### src/rtl/fifo_dl_if.sv
// Handshake and status bundle for the delay-line FIFO.
// The slave modport is the FIFO side and the master modport is the producer/consumer side.
interface fifo_dl_if #(
    parameter int unsigned WIDTH   = 8,
    parameter int unsigned M_WIDTH = 8
);
    logic               i_wr;
    logic [WIDTH-1:0]   i_data;
    logic               i_rd;
    logic               i_dl_mode;
    logic [M_WIDTH:0]   i_delay;
    logic [WIDTH-1:0]   o_data;
    logic               o_valid;
    logic [M_WIDTH:0]   o_fill;
    logic               o_full;
    logic               o_empty;
    logic               o_almost_full;
    logic               o_almost_empty;
    logic               o_overflow;
    logic               o_underflow;

    modport slave (
        input  i_wr, i_data, i_rd, i_dl_mode, i_delay,
        output o_data, o_valid, o_fill, o_full, o_empty,
        output o_almost_full, o_almost_empty, o_overflow, o_underflow
    );

    modport master (
        output i_wr, i_data, i_rd, i_dl_mode, i_delay,
        input  o_data, o_valid, o_fill, o_full, o_empty,
        input  o_almost_full, o_almost_empty, o_overflow, o_underflow
    );
endinterface

### src/rtl/fifo_dl.sv
// Single-clock FIFO that can also self-read as a programmable D-sample delay line.
// Its flags, including the sticky overflow and underflow flags, are derived from (M_WIDTH+1)-bit pointers.
module fifo_dl #(
    parameter int unsigned WIDTH     = 8,
    parameter int unsigned M_WIDTH   = 8,
    parameter int unsigned AF_THRESH = (1 << M_WIDTH) - 1,
    parameter int unsigned AE_THRESH = 1
) (
    input  logic      i_clk,
    input  logic      i_reset,
    fifo_dl_if.slave  bus
);
    localparam int unsigned      DEPTH   = 1 << M_WIDTH;
    localparam logic [M_WIDTH:0] DEPTH_F = (M_WIDTH + 1)'(DEPTH);
    localparam logic [M_WIDTH:0] AF_F    = (M_WIDTH + 1)'(AF_THRESH);
    localparam logic [M_WIDTH:0] AE_F    = (M_WIDTH + 1)'(AE_THRESH);
    localparam logic [M_WIDTH:0] ONE_F   = (M_WIDTH + 1)'(1);

    logic [WIDTH-1:0]   mem_q [DEPTH];
    logic [M_WIDTH:0]   wr_ptr_q, wr_ptr_d, rd_ptr_q, rd_ptr_d;
    logic [WIDTH-1:0]   data_q, data_d;
    logic               valid_q, valid_d;
    logic               ovf_q, ovf_d, unf_q, unf_d;
    logic [M_WIDTH:0]   fill, deff;
    logic               full, empty, rd_req, rd_acc, wr_acc;

    always_comb begin
        fill  = wr_ptr_q - rd_ptr_q;
        full  = (fill == DEPTH_F);
        empty = (fill == '0);

        if (bus.i_delay == '0) begin
            deff = ONE_F;
        end else if (bus.i_delay > DEPTH_F) begin
            deff = DEPTH_F;
        end else begin
            deff = bus.i_delay;
        end

        // Delay-line mode keeps exactly deff words stored, reading only to hold or trim that level.
        if (bus.i_dl_mode) begin
            rd_req = (fill > deff) || (bus.i_wr && (fill == deff));
        end else begin
            rd_req = bus.i_rd;
        end

        rd_acc = rd_req && !empty;
        wr_acc = bus.i_wr && (!full || rd_acc);

        wr_ptr_d = wr_acc ? wr_ptr_q + ONE_F : wr_ptr_q;
        rd_ptr_d = rd_acc ? rd_ptr_q + ONE_F : rd_ptr_q;
        data_d   = rd_acc ? mem_q[rd_ptr_q[M_WIDTH-1:0]] : data_q;
        valid_d  = rd_acc;
        ovf_d    = ovf_q || (bus.i_wr && !wr_acc);
        unf_d    = unf_q || (!bus.i_dl_mode && rd_req && empty);
    end

    always_ff @(posedge i_clk) begin
        if (i_reset) begin
            wr_ptr_q <= '0;
            rd_ptr_q <= '0;
            data_q   <= '0;
            valid_q  <= 1'b0;
            ovf_q    <= 1'b0;
            unf_q    <= 1'b0;
        end else begin
            wr_ptr_q <= wr_ptr_d;
            rd_ptr_q <= rd_ptr_d;
            data_q   <= data_d;
            valid_q  <= valid_d;
            ovf_q    <= ovf_d;
            unf_q    <= unf_d;
        end
    end

    // Storage is not reset. When the FIFO is full, a read of the same slot sees the word stored before this cycle's write.
    always_ff @(posedge i_clk) begin
        if (wr_acc && !i_reset) begin
            mem_q[wr_ptr_q[M_WIDTH-1:0]] <= bus.i_data;
        end
    end

    always_comb begin
        bus.o_data         = data_q;
        bus.o_valid        = valid_q;
        bus.o_fill         = fill;
        bus.o_full         = full;
        bus.o_empty        = empty;
        bus.o_almost_full  = (fill >= AF_F);
        bus.o_almost_empty = (fill <= AE_F);
        bus.o_overflow     = ovf_q;
        bus.o_underflow    = unf_q;
    end
endmodule
### src/flat_wrapper.sv
// flat-port wrapper written by rule: the top's interface ports become plain ports
module fifo_dl_flat 
#(
    parameter int unsigned WIDTH     = 8,
    parameter int unsigned M_WIDTH   = 8,
    parameter int unsigned AF_THRESH = (1 << M_WIDTH) - 1,
    parameter int unsigned AE_THRESH = 1
)
  (i_clk, i_reset, bus_i_wr, bus_i_data, bus_i_rd, bus_i_dl_mode, bus_i_delay, bus_o_data, bus_o_valid, bus_o_fill, bus_o_full, bus_o_empty, bus_o_almost_full, bus_o_almost_empty, bus_o_overflow, bus_o_underflow);
  fifo_dl_if #(.WIDTH(WIDTH), .M_WIDTH(M_WIDTH)) bus_i ();
  input  logic i_clk;
  input  logic i_reset;
  input wire logic [$bits(bus_i.i_wr)-1:0] bus_i_wr;
  input wire logic [$bits(bus_i.i_data)-1:0] bus_i_data;
  input wire logic [$bits(bus_i.i_rd)-1:0] bus_i_rd;
  input wire logic [$bits(bus_i.i_dl_mode)-1:0] bus_i_dl_mode;
  input wire logic [$bits(bus_i.i_delay)-1:0] bus_i_delay;
  output wire logic [$bits(bus_i.o_data)-1:0] bus_o_data;
  output wire logic [$bits(bus_i.o_valid)-1:0] bus_o_valid;
  output wire logic [$bits(bus_i.o_fill)-1:0] bus_o_fill;
  output wire logic [$bits(bus_i.o_full)-1:0] bus_o_full;
  output wire logic [$bits(bus_i.o_empty)-1:0] bus_o_empty;
  output wire logic [$bits(bus_i.o_almost_full)-1:0] bus_o_almost_full;
  output wire logic [$bits(bus_i.o_almost_empty)-1:0] bus_o_almost_empty;
  output wire logic [$bits(bus_i.o_overflow)-1:0] bus_o_overflow;
  output wire logic [$bits(bus_i.o_underflow)-1:0] bus_o_underflow;
  assign bus_i.i_wr = bus_i_wr;
  assign bus_i.i_data = bus_i_data;
  assign bus_i.i_rd = bus_i_rd;
  assign bus_i.i_dl_mode = bus_i_dl_mode;
  assign bus_i.i_delay = bus_i_delay;
  assign bus_o_data = bus_i.o_data;
  assign bus_o_valid = bus_i.o_valid;
  assign bus_o_fill = bus_i.o_fill;
  assign bus_o_full = bus_i.o_full;
  assign bus_o_empty = bus_i.o_empty;
  assign bus_o_almost_full = bus_i.o_almost_full;
  assign bus_o_almost_empty = bus_i.o_almost_empty;
  assign bus_o_overflow = bus_i.o_overflow;
  assign bus_o_underflow = bus_i.o_underflow;
  fifo_dl #(.WIDTH(WIDTH), .M_WIDTH(M_WIDTH), .AF_THRESH(AF_THRESH), .AE_THRESH(AE_THRESH)) u_core (.i_clk(i_clk), .i_reset(i_reset), .bus(bus_i));
endmodule
### config.mk
export PLATFORM = sky130hd
export DESIGN_NAME = fifo_dl_flat
export DESIGN_NICKNAME = d
export VERILOG_FILES = /design/src/rtl/fifo_dl_if.sv /design/src/rtl/fifo_dl.sv /design/src/flat_wrapper.sv
export SDC_FILE = /design/constraint.sdc
export NUM_CORES = 2
export LEC_CHECK = 0
export CAP_MARGIN = 20
export CORE_MARGIN = 2
export CORE_UTILIZATION = 45
export DETAILED_ROUTE_END_ITERATION = 16
export GPL_TIMING_DRIVEN = 0
export PLACE_DENSITY = 0.69
export REMOVE_ABC_BUFFERS = 1
export SETUP_SLACK_MARGIN = 0.05
export SYNTH_ARGS = -nofsm -noshare
export SYNTH_HDL_FRONTEND = slang
export SYNTH_SLANG_ARGS = --single-unit
### constraint.sdc
create_clock -name i_clk -period 13.3 [get_ports i_clk]
set_clock_uncertainty 0.15 [all_clocks]
set_input_delay 1.995 -clock i_clk [delete_from_list [all_inputs] [get_ports i_clk]]
set_output_delay 1.995 -clock i_clk [all_outputs]
set_load 0.01 [all_outputs]
Word-level counts from Yosys, hierarchy flattened

Memories as Yosys holds them, arrays and structs flattened. A register that Yosys moved wholly into a read port is not among the register bits.
Index checks and enable logic that the tools add are counted.

Memories: 1
Bits of input ports: 22
Bits in writable memories: 2048
Register bits: 21
Word-level logic and storage cells: 38
Output and inout bits: 24

Mux-type cells: 5
Eq/ne operators: 2
Reductions and logical operators: 18
Order comparisons: 4
$add $sub $neg: 3

Memories:

| memory       | depth | bits a word | read ports | clocked after Yosys merged registers in | write ports | RTL line      | RTL |
|---|---|---|---|---|---|---|---|
| u_core.mem_q | 256   | 8           | 1          | 1                                       | 1           | fifo_dl.sv:19 | `logic [WIDTH-1:0] mem_q [DEPTH];` |

Operator list:

| kind                | count |
|---|---|
| $add 9x1->9 const B | 2 |
| $logic_not 9->1     | 2 |
| $mux 9              | 2 |
| $eq 9x9->1          | 1 |
| $eq 9x9->1 const B  | 1 |
| $ge 9x8->1 const B  | 1 |
| $gt 9x9->1          | 1 |
| $gt 9x9->1 const B  | 1 |
| $le 9x1->1 const B  | 1 |
| $sub 9x9->9         | 1 |
| $logic_and 1x1->1   | 7 |
| $logic_not 1->1     | 5 |
| $logic_or 1x1->1    | 4 |
| $mux 1              | 3 |

Depth between registers and ports, before layout

Word-level depth: 13
Gate-level depth with buffers: 24
Mapped depth without buffers: 17

Worst setup path before layout

No wires, ideal clock.

Kind: flip-flop to output port
Start point: register u_core.rd_ptr_q[1]
End point: output bus_o_full
Cell stages (with the launch flop): 15
Data arrival time: 3869 ps
Slack: 7286 ps
Path buffers: 5
Data required time: 11155 ps
Path through: dfxtp_1 buf_2 buf_2 buf_2 buf_1 clkbuf_1 inv_1 ha_1 nor2b_1 o31ai_2 nor3b_2 nor2_1 nor4_2 or4b_1 inv_1

Longest elaborated chain between the ends: 2

RTL lines:

| item                     | RTL line           | RTL |
|---|---|---|
| start: declaration       | fifo_dl.sv:20      | `logic [M_WIDTH:0] wr_ptr_q, wr_ptr_d, rd_ptr_q, rd_ptr_d;` |
| start signal: assignment | fifo_dl.sv:68      | `rd_ptr_q <= rd_ptr_d;` |
| $sub 9x9->9              | fifo_dl.sv:28      | `fill = wr_ptr_q - rd_ptr_q;` |
| named net bus_o_fill[5]  | flat_wrapper.sv:20 | `output wire logic [$bits(bus_i.o_fill)-1:0] bus_o_fill;` |
| $eq 9x9->1               | fifo_dl.sv:29      | `full = (fill == DEPTH_F);` |
| end: declaration         | flat_wrapper.sv:21 | `output wire logic [$bits(bus_i.o_full)-1:0] bus_o_full;` |

The timed path passes the listed nets, and every way through them passes these cells.

Worst setup path in the final report

Start point: register u_core.rd_ptr_q[3]
End point: output bus_o_full

Longest elaborated chain between the ends: 2

RTL lines:

| item        | RTL line |
|---|---|
| $sub 9x9->9 | fifo_dl.sv:28 |
| $eq 9x9->1  | fifo_dl.sv:29 |

No other way between the ends.

==> results.toml <==
[min_path]
worstHoldStart = "u_core.bus.o_overflow"
min_to = "u_core.bus.o_overflow"
hold-path-cell-count = 2
hold_class = "flop to flop"

[setup_path]
critical_path.endpoint_type = "output pin"
cp_data_required_time_ps = 11150
longest_individual_stage_delay_on_the_worst_path_ps = 960
criticalPathCategory = "flop to output pin"
crit_path_start_kind = "flop"
register_to_register_path_setup_slack_ps = 6340
worstSetupPathDepth = 11
worstRegToRegCells = 17
r2r-start = "u_core.rd_ptr_q[3]"
critical-path-top-delay-family = "buffers and inverters"
worstSetupStartpoint = "u_core.rd_ptr_q[3]"
critical-path-slowest-cell = "sky130_fd_sc_hd__dfxtp_2"
critical_path_buf_inv_count = 4
timing.critical_path.cells = "clkinv_4, buf_16, ha_1, o211a_1, o31ai_2, nor3b_2, nor2_1, nor4_2, or4b_1, inv_1, clkdlybuf4s50_1"
regToRegEndpoint = "u_core.mem_q[13][3]"
crit_fanout = 36
arrival_ps = 5490

[outcome]
violated_checks = "DRC"
run_status = "complete, but fails checks"

[yosys]
yosys_warnings = 0
avgSynthCellArea_um2 = 21.1
postSynth.topFlopCell = "sky130_fd_sc_hd__edfxtp_1"
synth_sequential_area_ratio = 0.765
ys_seq_elements = 2077
synthArstFlopShare = 0
synth-edff-count = 2048
count_of_unique_library_cells_instantiated_by_yosys = 71
synthesis.instances = 3850
synth.cell_area_um2 = 81100

[pwr]
p_int_mw = 11.6
combinationalPowerShare = 0.196
finalPower_mw = 15.6
power.clock.fraction = 0.338
total_leakage_power_nw = 27.3
switching_power_mw = 4.01
power.switching_fraction = 0.257
peakVddDrop_v = 0.000141
power-per-cell-area_nw_per_um2 = 171
power.share.sequential = 0.466

[routing]
drt_first_pass_iters = 12
met2_wirelength_um = 95000
route.detailed.wl_per_inst_um = 30.5
route.layer.met1.wl_um = 76300
wl_met3_um = 18200
dr.first_iter.drc_count = 5517
count_of_unresolved_drc_violations_after_routing = 2
ant_nets = 0
route.vias.total = 40200
finalWirelength_um = 197000
post_drt_via_cell_ratio = 6.21
highest-signal-layer = "met4"

[sta]
maxClockFrequency_mhz = 131
worst_slew_pin_slew_ps = 1190
setup_viol_count_final = 0
worst_slew_margin_rel = 0.207
timing.final.crit_share = 0.574
drv_slew = 0
setup_total_negative_slack_ps = 0
crit_path_time_final_ps = 7640
grt_setup_unrepaired = "no"
timing.final.hold_violations = 0

[clock_network]
clock_sinks = 2077
clock_latency_ps = 840
tritoncts = "yes"
cts_made_buffers = 196
hold_buffer_count_at_cts = 0
clock_tree.buffer_depth = 3
post_cts_resize_count = 0
ctsRootBufferMaster = "sky130_fd_sc_hd__clkbuf_16"
cts.repair_timing.setup_buffer_count = 0
cts.htree.levels = 4
clkTransAtPathRegs_ps = 60

[layout]
storage_cell_area_um2 = 62100
n_fill_cell = 13800
layout_cells_sized_above_1 = 0.234
synthToLayoutAreaGrowth_pct = 12.5
layout.cells.most_common_list = "2048 x sky130_fd_sc_hd__edfxtp_1, 525 x sky130_fd_sc_hd__mux4_2, 261 x sky130_fd_sc_hd__nor2_1, 199 x sky130_fd_sc_hd__clkbuf_16, 93 x sky130_fd_sc_hd__a22oi_1"
multi_input_comb_area_um2 = 17900
finish.cell_count_without_fillers = 6464
final_nets = 3980
final_common_cell = "sky130_fd_sc_hd__edfxtp_1"

[grt]
gr-total-overflow = 0
antenna_violations_before_repair = 4
number_of_global_route_vias_before_repair = 39800
grt_pass1_wl_um = 283000
grt_util_all_layers = 0.213
grt_max_degree = 157

[placed_design]
placedCellCount = 6095
detailedPlacementHpwl_um = 120000
globalplace.congestion = 0.821
place.port_buffers = 45

[floorplan]
initial_core_util = 0.454
die_width_um = 429
die_outline_area_um2 = 184000
fp.dieH_um = 429
coreArea_um2 = 179000
boundaryPins = 46
fp-row-count = 155

[job]
cap_violations = 0
cell usage after synthesis, drive strengths merged (3+ instances only):
master | count | area, um^2
edfxtp | 2048 | 61500
mux4 | 525 | 11800
nor2 | 285 | 1120
buf | 136 | 782
clkbuf | 106 | 398
a22oi | 93 | 698
nand2 | 86 | 325
a21oi | 74 | 374
nor3 | 45 | 225
mux2i | 43 | 430
a221oi | 39 | 342
a22o | 38 | 333
nand3 | 31 | 155
dfxtp | 29 | 581
o21ai | 25 | 125
nor2b | 22 | 140
o22ai | 21 | 131
ha | 19 | 238
inv | 18 | 67.6
or3 | 16 | 100
nor4 | 14 | 93.8
a211oi | 13 | 110
or4 | 12 | 90.1
o21a | 10 | 75.1
mux2 | 9 | 101
nand4 | 9 | 56.3
o311ai | 8 | 70.1
o211ai | 7 | 52.6
o31ai | 7 | 71.3
a21o | 6 | 45.0
nand2b | 6 | 37.5
and3 | 5 | 31.3
a2111oi | 4 | 35.0
a31oi | 4 | 25.0
a32oi | 4 | 35.0
nor3b | 4 | 35.0
o41a | 3 | 33.8
o41ai | 3 | 26.3
xor2 | 3 | 26.3
worst max-delay path by stage:
stage,endpoint
after floorplan,u_core.mem_q[218][0]
after global placement,u_core.bus.o_data[2]
after detailed placement,u_core.mem_q[158][1]
after CTS,bus_o_full
after global routing,bus_o_full
final,bus_o_full
layer usage:
layer | up-vias | global-route usage
met1 | 21200 | 0.293
li1 | 16400 | -
met3 | 378 | 0.0449
met5 | - | 0
met4 | 0 | 0.0815
met2 | 2175 | 0.337
sequential cells by signal (all words and copies together), names as in the netlist:
| signal | flops |
|---|---|
| u_core.mem_q | 2048 |
| u_core.rd_ptr_q | 9 |
| u_core.wr_ptr_q | 9 |
| u_core.bus.o_data | 8 |
| u_core.bus.o_overflow | 1 |
| u_core.bus.o_underflow | 1 |
| u_core.bus.o_valid | 1 |
through the flow:
stage          hold WS, ps  utilization  cell area, um^2  worst slack (ps)
6_report               303        0.511            91300              5660
5_1_grt                325        0.510            91300              5480
4_1_cts                307        0.510            91300              5700
3_5_place_dp           297        0.477            85300              6370
3_3_place_gp           301        0.466            83300            -30640
2_1_floorplan          307            -            79900            -12060
worst register-to-register path, delay by kind of cell, from the launching register on:
family,cells,cell delay (ps)
flops,1,960
simple gates,6,2070
xor+xnor,1,430
buf+inv,4,1340
compound gates,4,780
fa+ha+maj,2,830
power groups by stage:
stage	Sequential (mW)	Combinational (mW)	Clock (mW)
after floorplan	7.69	2.77	0
after global placement	7.80	3.02	0
after detailed placement	7.41	3.07	0
after CTS	7.27	3.09	5.32
after global routing	7.27	3.23	5.56
final	7.27	3.06	5.26
layout make-up:
class | count | share of cell area
clock buffers | 269 | 0.0581
inverters | 19 | 0.000836
well taps | 2355 | 0.0323
repair buffers | 132 | 0.0250
multi-input cells | 1512 | 0.196
diodes | 3 | 0.0000822
clock inverters | 97 | 0.00713
flip-flops and latches | 2077 | 0.680
cell families (layout without fill, tap and decap cells):
group                    count (synthesis)  count (layout)  synth area share
flip-flops                            2077            2077             0.765
multiplexers                           577             577             0.152
AND/OR/NAND/NOR                        542             542            0.0305
AO/OA/AOI/OAI                          369             369            0.0329
buffers and inverters                  261             517            0.0154
adder cells (fa/ha/maj)                 20              20           0.00318
XOR/XNOR                                 4               4          0.000432
other                                    0               3                 0
No activity file was read; power rests on OpenSTA's default activity.
